### config.mk
export PLATFORM = sky130hd
export DESIGN_NAME = axilite_txn_sched
export DESIGN_NICKNAME = d
export VERILOG_FILES = /design/src/rtl/axilite_pkg.sv /design/src/rtl/axilite_rr_arb2.sv /design/src/rtl/axilite_txn_sched.sv
export SDC_FILE = /design/constraint.sdc
export NUM_CORES = 1
export LEC_CHECK = 0
export ABC_AREA = 1
export ABC_CLOCK_PERIOD_IN_PS = 3800
export CORE_MARGIN = 5
export CORE_UTILIZATION = 35
export DETAILED_ROUTE_END_ITERATION = 8
export PLACE_DENSITY = 0.69
export SLEW_MARGIN = 10
export SYNTH_ARGS = -nofsm -noshare
export SYNTH_HDL_FRONTEND = slang
export SYNTH_SLANG_ARGS = --single-unit
export TNS_END_PERCENT = 20
### constraint.sdc
create_clock -name clk -period 3.8 [get_ports clk]
set_input_delay 0.38 -clock clk [delete_from_list [all_inputs] [get_ports clk]]
set_output_delay 0.38 -clock clk [all_outputs]
set_load 0.02 [all_outputs]
### src/rtl/axilite_pkg.sv
// Shared response codes, scheduler states and grant encoding
// for the AXI-lite transaction scheduler.
package axilite_pkg;
   localparam logic [1:0] RESP_OKAY   = 2'b00;
   localparam logic [1:0] RESP_SLVERR = 2'b10;
   localparam logic [1:0] RESP_DECERR = 2'b11;

   typedef enum logic [2:0] {
      IDLE,
      RD_REQ,
      WR_REQ,
      RD_RESP,
      WR_RESP
   } sched_state_e;

   typedef enum logic {
      GRANT_READ  = 1'b0,
      GRANT_WRITE = 1'b1
   } grant_e;
endpackage

### src/rtl/axilite_rr_arb2.sv
// Two-requester round-robin arbiter; the last-grant register only
// advances when a grant is actually taken (i_en).
module axilite_rr_arb2
   import axilite_pkg::*;
(
   input  logic   clk,
   input  logic   rst_n,
   input  logic   i_req_rd,
   input  logic   i_req_wr,
   input  logic   i_en,
   output logic   o_valid,
   output grant_e o_gnt
);
   grant_e r_last;
   logic   w_both;

   assign w_both  = i_req_rd & i_req_wr;
   assign o_valid = i_req_rd | i_req_wr;

   always_comb begin
      o_gnt = GRANT_READ;
      if (w_both) begin
         o_gnt = (r_last == GRANT_WRITE) ? GRANT_READ : GRANT_WRITE;
      end else if (i_req_wr) begin
         o_gnt = GRANT_WRITE;
      end
   end

   always_ff @(posedge clk or negedge rst_n) begin
      if (!rst_n) begin
         r_last <= GRANT_WRITE;
      end else if (i_en && o_valid) begin
         r_last <= o_gnt;
      end
   end
endmodule

### src/rtl/axilite_txn_sched.sv
// AXI-lite slave scheduler: arbitrates held AR/AW+W requests onto one
// register port with ack timeout, and returns R/B responses.
module axilite_txn_sched
   import axilite_pkg::*;
#(
   parameter int ADDR_WIDTH     = 32,
   parameter int DATA_WIDTH     = 32,
   parameter logic [ADDR_WIDTH-1:0] ADDR_LIMIT = 'h0000_1000,
   parameter int TIMEOUT_CYCLES = 16
) (
   input  logic                    clk,
   input  logic                    rst,
   input  logic [ADDR_WIDTH-1:0]   raddr_held,
   input  logic                    raddr_ready,
   output logic                    raddr_deassert,
   input  logic [ADDR_WIDTH-1:0]   waddr_held,
   input  logic                    waddr_ready,
   output logic                    waddr_deassert,
   input  logic [DATA_WIDTH-1:0]   wdata_held,
   input  logic [DATA_WIDTH/8-1:0] wstrb_held,
   input  logic                    wdata_ready,
   output logic                    wdata_deassert,
   output logic                    reg_req,
   output logic                    reg_we,
   output logic [ADDR_WIDTH-1:0]   reg_addr,
   output logic [DATA_WIDTH-1:0]   reg_wdata,
   output logic [DATA_WIDTH/8-1:0] reg_wstrb,
   input  logic                    reg_ack,
   input  logic [DATA_WIDTH-1:0]   reg_rdata,
   input  logic                    reg_err,
   output logic                    rvalid,
   input  logic                    rready,
   output logic [DATA_WIDTH-1:0]   rdata,
   output logic [1:0]              rresp,
   output logic                    bvalid,
   input  logic                    bready,
   output logic [1:0]              bresp
);
   localparam int SW = DATA_WIDTH / 8;
   localparam int CW = $clog2(TIMEOUT_CYCLES + 2);
   localparam logic [CW-1:0] TO_LAST = CW'(TIMEOUT_CYCLES - 1);

   sched_state_e r_state, w_state_n;
   logic [CW-1:0]         r_cnt, w_cnt_n;
   logic                  r_req, w_req_n;
   logic                  r_we, w_we_n;
   logic [ADDR_WIDTH-1:0] r_addr, w_addr_n;
   logic [DATA_WIDTH-1:0] r_wdata, w_wdata_n;
   logic [SW-1:0]         r_wstrb, w_wstrb_n;
   logic                  r_rdeas, w_rdeas_n;
   logic                  r_wdeas, w_wdeas_n;
   logic                  r_rvalid, w_rvalid_n;
   logic [DATA_WIDTH-1:0] r_rdata, w_rdata_n;
   logic [1:0]            r_rresp, w_rresp_n;
   logic                  r_bvalid, w_bvalid_n;
   logic [1:0]            r_bresp, w_bresp_n;

   logic                  w_gvalid;
   grant_e                w_gnt;
   logic [ADDR_WIDTH-1:0] w_gaddr;
   logic                  w_oor;
   logic                  w_timeout;
   logic [1:0]            w_ack_resp;

   axilite_rr_arb2 u_arb (
      .clk      (clk),
      .rst_n    (rst),
      .i_req_rd (raddr_ready),
      .i_req_wr (waddr_ready & wdata_ready),
      .i_en     (r_state == IDLE),
      .o_valid  (w_gvalid),
      .o_gnt    (w_gnt)
   );

   assign w_gaddr    = (w_gnt == GRANT_READ) ? raddr_held : waddr_held;
   assign w_oor      = (w_gaddr >= ADDR_LIMIT);
   assign w_timeout  = (TIMEOUT_CYCLES != 0) && (r_cnt == TO_LAST);
   assign w_ack_resp = reg_err ? RESP_SLVERR : RESP_OKAY;

   always_comb begin
      w_state_n  = r_state;
      w_cnt_n    = r_cnt;
      w_req_n    = r_req;
      w_we_n     = r_we;
      w_addr_n   = r_addr;
      w_wdata_n  = r_wdata;
      w_wstrb_n  = r_wstrb;
      w_rdeas_n  = 1'b0;
      w_wdeas_n  = 1'b0;
      w_rvalid_n = r_rvalid;
      w_rdata_n  = r_rdata;
      w_rresp_n  = r_rresp;
      w_bvalid_n = r_bvalid;
      w_bresp_n  = r_bresp;
      unique case (r_state)
         IDLE: begin
            if (w_gvalid) begin
               w_addr_n = w_gaddr;
               w_cnt_n  = '0;
               if (w_gnt == GRANT_READ) begin
                  w_we_n    = 1'b0;
                  w_rdeas_n = 1'b1;
                  if (w_oor) begin
                     w_state_n  = RD_RESP;
                     w_rvalid_n = 1'b1;
                     w_rdata_n  = '0;
                     w_rresp_n  = RESP_DECERR;
                  end else begin
                     w_state_n = RD_REQ;
                     w_req_n   = 1'b1;
                  end
               end else begin
                  w_we_n    = 1'b1;
                  w_wdata_n = wdata_held;
                  w_wstrb_n = wstrb_held;
                  w_wdeas_n = 1'b1;
                  if (w_oor) begin
                     w_state_n  = WR_RESP;
                     w_bvalid_n = 1'b1;
                     w_bresp_n  = RESP_DECERR;
                  end else begin
                     w_state_n = WR_REQ;
                     w_req_n   = 1'b1;
                  end
               end
            end
         end
         RD_REQ, WR_REQ: begin
            // ack outranks a timeout landing on the same edge
            if (reg_ack || w_timeout) begin
               w_req_n = 1'b0;
               w_cnt_n = '0;
               if (r_state == RD_REQ) begin
                  w_state_n  = RD_RESP;
                  w_rvalid_n = 1'b1;
                  w_rdata_n  = reg_ack ? reg_rdata : '0;
                  w_rresp_n  = reg_ack ? w_ack_resp : RESP_SLVERR;
               end else begin
                  w_state_n  = WR_RESP;
                  w_bvalid_n = 1'b1;
                  w_bresp_n  = reg_ack ? w_ack_resp : RESP_SLVERR;
               end
            end else begin
               w_cnt_n = r_cnt + 1'b1;
            end
         end
         RD_RESP: begin
            if (rready) begin
               w_rvalid_n = 1'b0;
               w_state_n  = IDLE;
            end
         end
         WR_RESP: begin
            if (bready) begin
               w_bvalid_n = 1'b0;
               w_state_n  = IDLE;
            end
         end
         default: w_state_n = IDLE;
      endcase
   end

   always_ff @(posedge clk or negedge rst) begin
      if (!rst) begin
         r_state  <= IDLE;
         r_cnt    <= '0;
         r_req    <= 1'b0;
         r_we     <= 1'b0;
         r_addr   <= '0;
         r_wdata  <= '0;
         r_wstrb  <= '0;
         r_rdeas  <= 1'b0;
         r_wdeas  <= 1'b0;
         r_rvalid <= 1'b0;
         r_rdata  <= '0;
         r_rresp  <= '0;
         r_bvalid <= 1'b0;
         r_bresp  <= '0;
      end else begin
         r_state  <= w_state_n;
         r_cnt    <= w_cnt_n;
         r_req    <= w_req_n;
         r_we     <= w_we_n;
         r_addr   <= w_addr_n;
         r_wdata  <= w_wdata_n;
         r_wstrb  <= w_wstrb_n;
         r_rdeas  <= w_rdeas_n;
         r_wdeas  <= w_wdeas_n;
         r_rvalid <= w_rvalid_n;
         r_rdata  <= w_rdata_n;
         r_rresp  <= w_rresp_n;
         r_bvalid <= w_bvalid_n;
         r_bresp  <= w_bresp_n;
      end
   end

   assign raddr_deassert = r_rdeas;
   assign waddr_deassert = r_wdeas;
   assign wdata_deassert = r_wdeas;
   assign reg_req        = r_req;
   assign reg_we         = r_we;
   assign reg_addr       = r_addr;
   assign reg_wdata      = r_wdata;
   assign reg_wstrb      = r_wstrb;
   assign rvalid         = r_rvalid;
   assign rdata          = r_rdata;
   assign rresp          = r_rresp;
   assign bvalid         = r_bvalid;
   assign bresp          = r_bresp;
endmodule

==> summary.txt <==
Power and ir drop
  – PD cells: between 700 and 800 nW/um^2
  – Leakage power total: between 4 and 5 nW
  – Maximum resistive drop on vdd: 0.000352 V

Synthesis
  – Most repeated cell in the gate-level netlist after synthesis: sky130_fd_sc_hd__nand2_1
  – Async set or reset register ratio after synthesis: 100%
  – Count of mapped cells out of synthesis: 705
  – Synthesized netlist net count: about 850
  – Ranking of synthesized cells by area: sky130_fd_sc_hd__dfrtp_1 (53%), sky130_fd_sc_hd__nand2_1 (20%), sky130_fd_sc_hd__nor2_1 (5.2%)
  – Top_reg_cell synth: sky130_fd_sc_hd__dfrtp_1
  – Post-synthesis instance area: roughly 5600 um^2
  – Total of warnings raised by yosys: 0
  – Area share of the largest cell type after synthesis: a little over half
  – Distinct cells, synth: 34
  – Flip-flop and latch count after synthesis: 119
  – Avg Cell Area, Syn: approximately 8.0 um^2
  – Most common library cells after synthesis: sky130_fd_sc_hd__nand2_1 (305), sky130_fd_sc_hd__dfrtp_1 (118), sky130_fd_sc_hd__nor2_1 (78), sky130_fd_sc_hd__o21ai_0 (39), sky130_fd_sc_hd__nand4_1 (37)
  – Number of enable flip-flop cells after synthesis: 0
  – Seq/Total Area, Yosys: between 50% and 60%
  – Cell accounting for the most synthesized area: sky130_fd_sc_hd__dfrtp_1

Floorplanning
  – Initial Utilization: between 30 and 40%
  – Die Span Y: around 140 um
  – Cell row count: 46
  – Area of the placeable core: about 16000 um^2
  – Number of top-level pins: approximately 250
  – Width of the chip: approximately 140 um
  – Die area: approximately 19000 um^2

Critical path
  – Crit path kind: reg2reg
  – Setup crit start kind: register
  – Critical Path Sink Type: register
  – Data required, critical path: approximately 4 ns
  – Crit path DAT: ~2.8 ns
  – Cells on worst reg2reg path: 11
  – Worst Path Max Fanout: 35

STA
  – Setup repair after global routing missed its margin: no
  – Final critical path time including I/O delays and setup: between 2 and 2.5 ns
  – Worst hold margin: 0.0557 ns
  – Minimum setup slack in the final design: between 1 and 1.5 ns
  – Share of the cycle needed by the critical path after routing: roughly 65%
  – Total negative setup slack: 0 ns
  – Clk_skew: approximately 0.011 ns
  – FMAX: 407 MHz
  – Total setup violations reported at the end of the flow: 0
  – Total count of hold-check failures in the final report: 0
  – Number of pins exceeding their max-slew limit in the final report: 0
  – Tightest Pin Transition: 0.796 ns
  – Worst relative slew slack: between 40% and 50%

Final layout
  – Design area: just under 9000 um^2
  – Count of nets after finishing: between 1000 and 1500
  – ANT cells: 0
  – Number of filler instances in the final layout: about 1500
  – Finished Core Util: between 50% and 60%
  – Share of post-route cells with drive strength above 1: roughly 6.3%
  – Area grow syn2layout: 56.2%

CTS
  – Number of gates given a new drive strength after cts: 0
  – CTS tree: done
  – Num Clock Sinks: 119
  – Hold Buf Count CTS: 0
  – Longest Clk Path Bufs: 2
  – Clock-pin slew on the worst setup and hold paths: about 0.050 ns
  – Num CTS Buffers: 17
  – Post CTS Setup Buffer Count: 0
  – CTS root buf: sky130_fd_sc_hd__clkbuf_16
  – Clock latency reported for the late side of the worst-skew pair: 0.41 ns
  – Clock H-tree levels: 4

GRT
  – Number of global-route vias before repair: about 5100
  – Remaining global-route overflow: 0
  – Overall fraction of global-route tracks in use: 18.2%
  – Wire length of the first global-routing pass: 26700 um
  – Number of antenna violations at the first check in global routing: 0
  – Pin count of the biggest net entering global routing: between 60 and 70

Drt
  – Via density: between 4 and 5
  – Remaining design rule violation count: 0
  – Via total after detailed routing: approximately 5500
  – DR iter-0 viols: between 200 and 300
  – Number of iterations in the first detailed-routing pass: 4
  – Avg WL per Cell: 14.9 um
  – Number of antenna-violating nets in the routed design: 0
  – Routed wire length: roughly 17000 um

Placement
  – Worst slack after detailed placement: about 0.94 ns
  – Port buffer count: 251
  – Hpwl dp: 12600 um
  – Post-place instance area: slightly above 8000 um^2
  – Global placer's final weighted congestion: between 0.8 and 0.9

Job
  – Max-cap violations: 0

Worst hold path
  – HP Class: in2async

Outcome
  – Result of the run: completed
[final cells by class]
| type | instances | area (um^2) | area share [%] |
|---|---|---|---|
| clock buffers | 22 | 454 | 5.17 |
| clock inverters | 10 | 104 | 1.18 |
| inverters | 26 | 97.6 | 1.11 |
| multi-input cells | 518 | 2280 | 26.0 |
| flip-flops and latches | 119 | 2980 | 33.9 |
| well taps | 216 | 270 | 3.08 |
| repair buffers | 260 | 2590 | 29.5 |
[metrics by stage]
step           instances  total power [W]
5_1_grt             1171          0.00735
6_report            1171          0.00690
4_1_cts             1171          0.00699
2_1_floorplan        705          0.00400
3_3_place_gp        1139          0.00540
3_5_place_dp        1139          0.00543
[sequential cells by signal, indices dropped and copies added, names as in the netlist]
| signal | count |
|---|---|
| bvalid | 1 |
| rvalid | 1 |
| reg_wdata | 32 |
| reg_req | 1 |
| reg_we | 1 |
| u_arb.r_last | 1 |
| rdata | 32 |
| reg_addr | 32 |
| r_state | 3 |
| r_cnt | 5 |
| raddr_deassert | 1 |
| waddr_deassert | 1 |
| reg_wstrb | 4 |
| bresp | 2 |
| rresp | 2 |
[power by group]
part	switching [W]	internal (W)	total (W)	leakage (nW)
Clock	0.000547	0.000973	0.00152	0.281
Combinational	0.00197	0.00135	0.00332	2.36
Sequential	0.000271	0.00179	0.00206	1.51
Total	0.00279	0.00411	0.00690	4.14
[worst max-delay path, stage by stage (launching register included)]
cell and delay (ns):
sky130_fd_sc_hd__dfstp_2 0.55, sky130_fd_sc_hd__nand2_2 0.17, sky130_fd_sc_hd__nand2_4 0.38, sky130_fd_sc_hd__or2_1 0.15
sky130_fd_sc_hd__o21ai_0 0.11, sky130_fd_sc_hd__nand2_1 0.10, sky130_fd_sc_hd__nor2_2 0.05, sky130_fd_sc_hd__nand3_2 0.12
sky130_fd_sc_hd__buf_4 0.36, sky130_fd_sc_hd__nand3_1 0.19, sky130_fd_sc_hd__nand2_1 0.11, sky130_fd_sc_hd__nand2_1 0.05
[cells in the final DEF (no fill, tap or decap), drive strengths merged, types with 8 or more instances in the layout]
cell,n
nand3,14
nor2,83
inv,25
dfrtp,118
o21ai,40
clkinv,9
buf,10
nand2,311
a31oi,10
nand3b,8
nand4,37
clkbuf,22
clkdlybuf4s50,250
[path summary, 6_finish.rpt]
kind	start	endpoint	slack, ns
max in group asynchronous	rst	u_arb.r_last	2.91
setup reg to reg	u_arb.r_last	bresp[1]	1.35
min in group clk	rdata[7]	rdata[7]	0.46
hold / removal	rst	reg_wdata[1]	0.06
setup / recovery	u_arb.r_last	bresp[1]	1.35
hold reg to reg	rdata[7]	rdata[7]	0.46
[cells by family after synthesis]
family | after synthesis | share of synthesized area (%)
compound gates | 58 | 5.61
xor+xnor | 1 | 0.156
fa+ha+maj | 3 | 0.668
buf+inv | 68 | 6.43
flops | 119 | 53.0
simple gates | 456 | 34.1
[routing by layer]
metal  GRT usage, %  share of wire, %  up-vias
met1           23.2                43     2557
met5              0                 0        -
met3           4.34               6.5       28
li1               -                 -     2736
met4           7.22               2.2        0
met2           29.6                49      185
(Power assumes the default switching activity.)
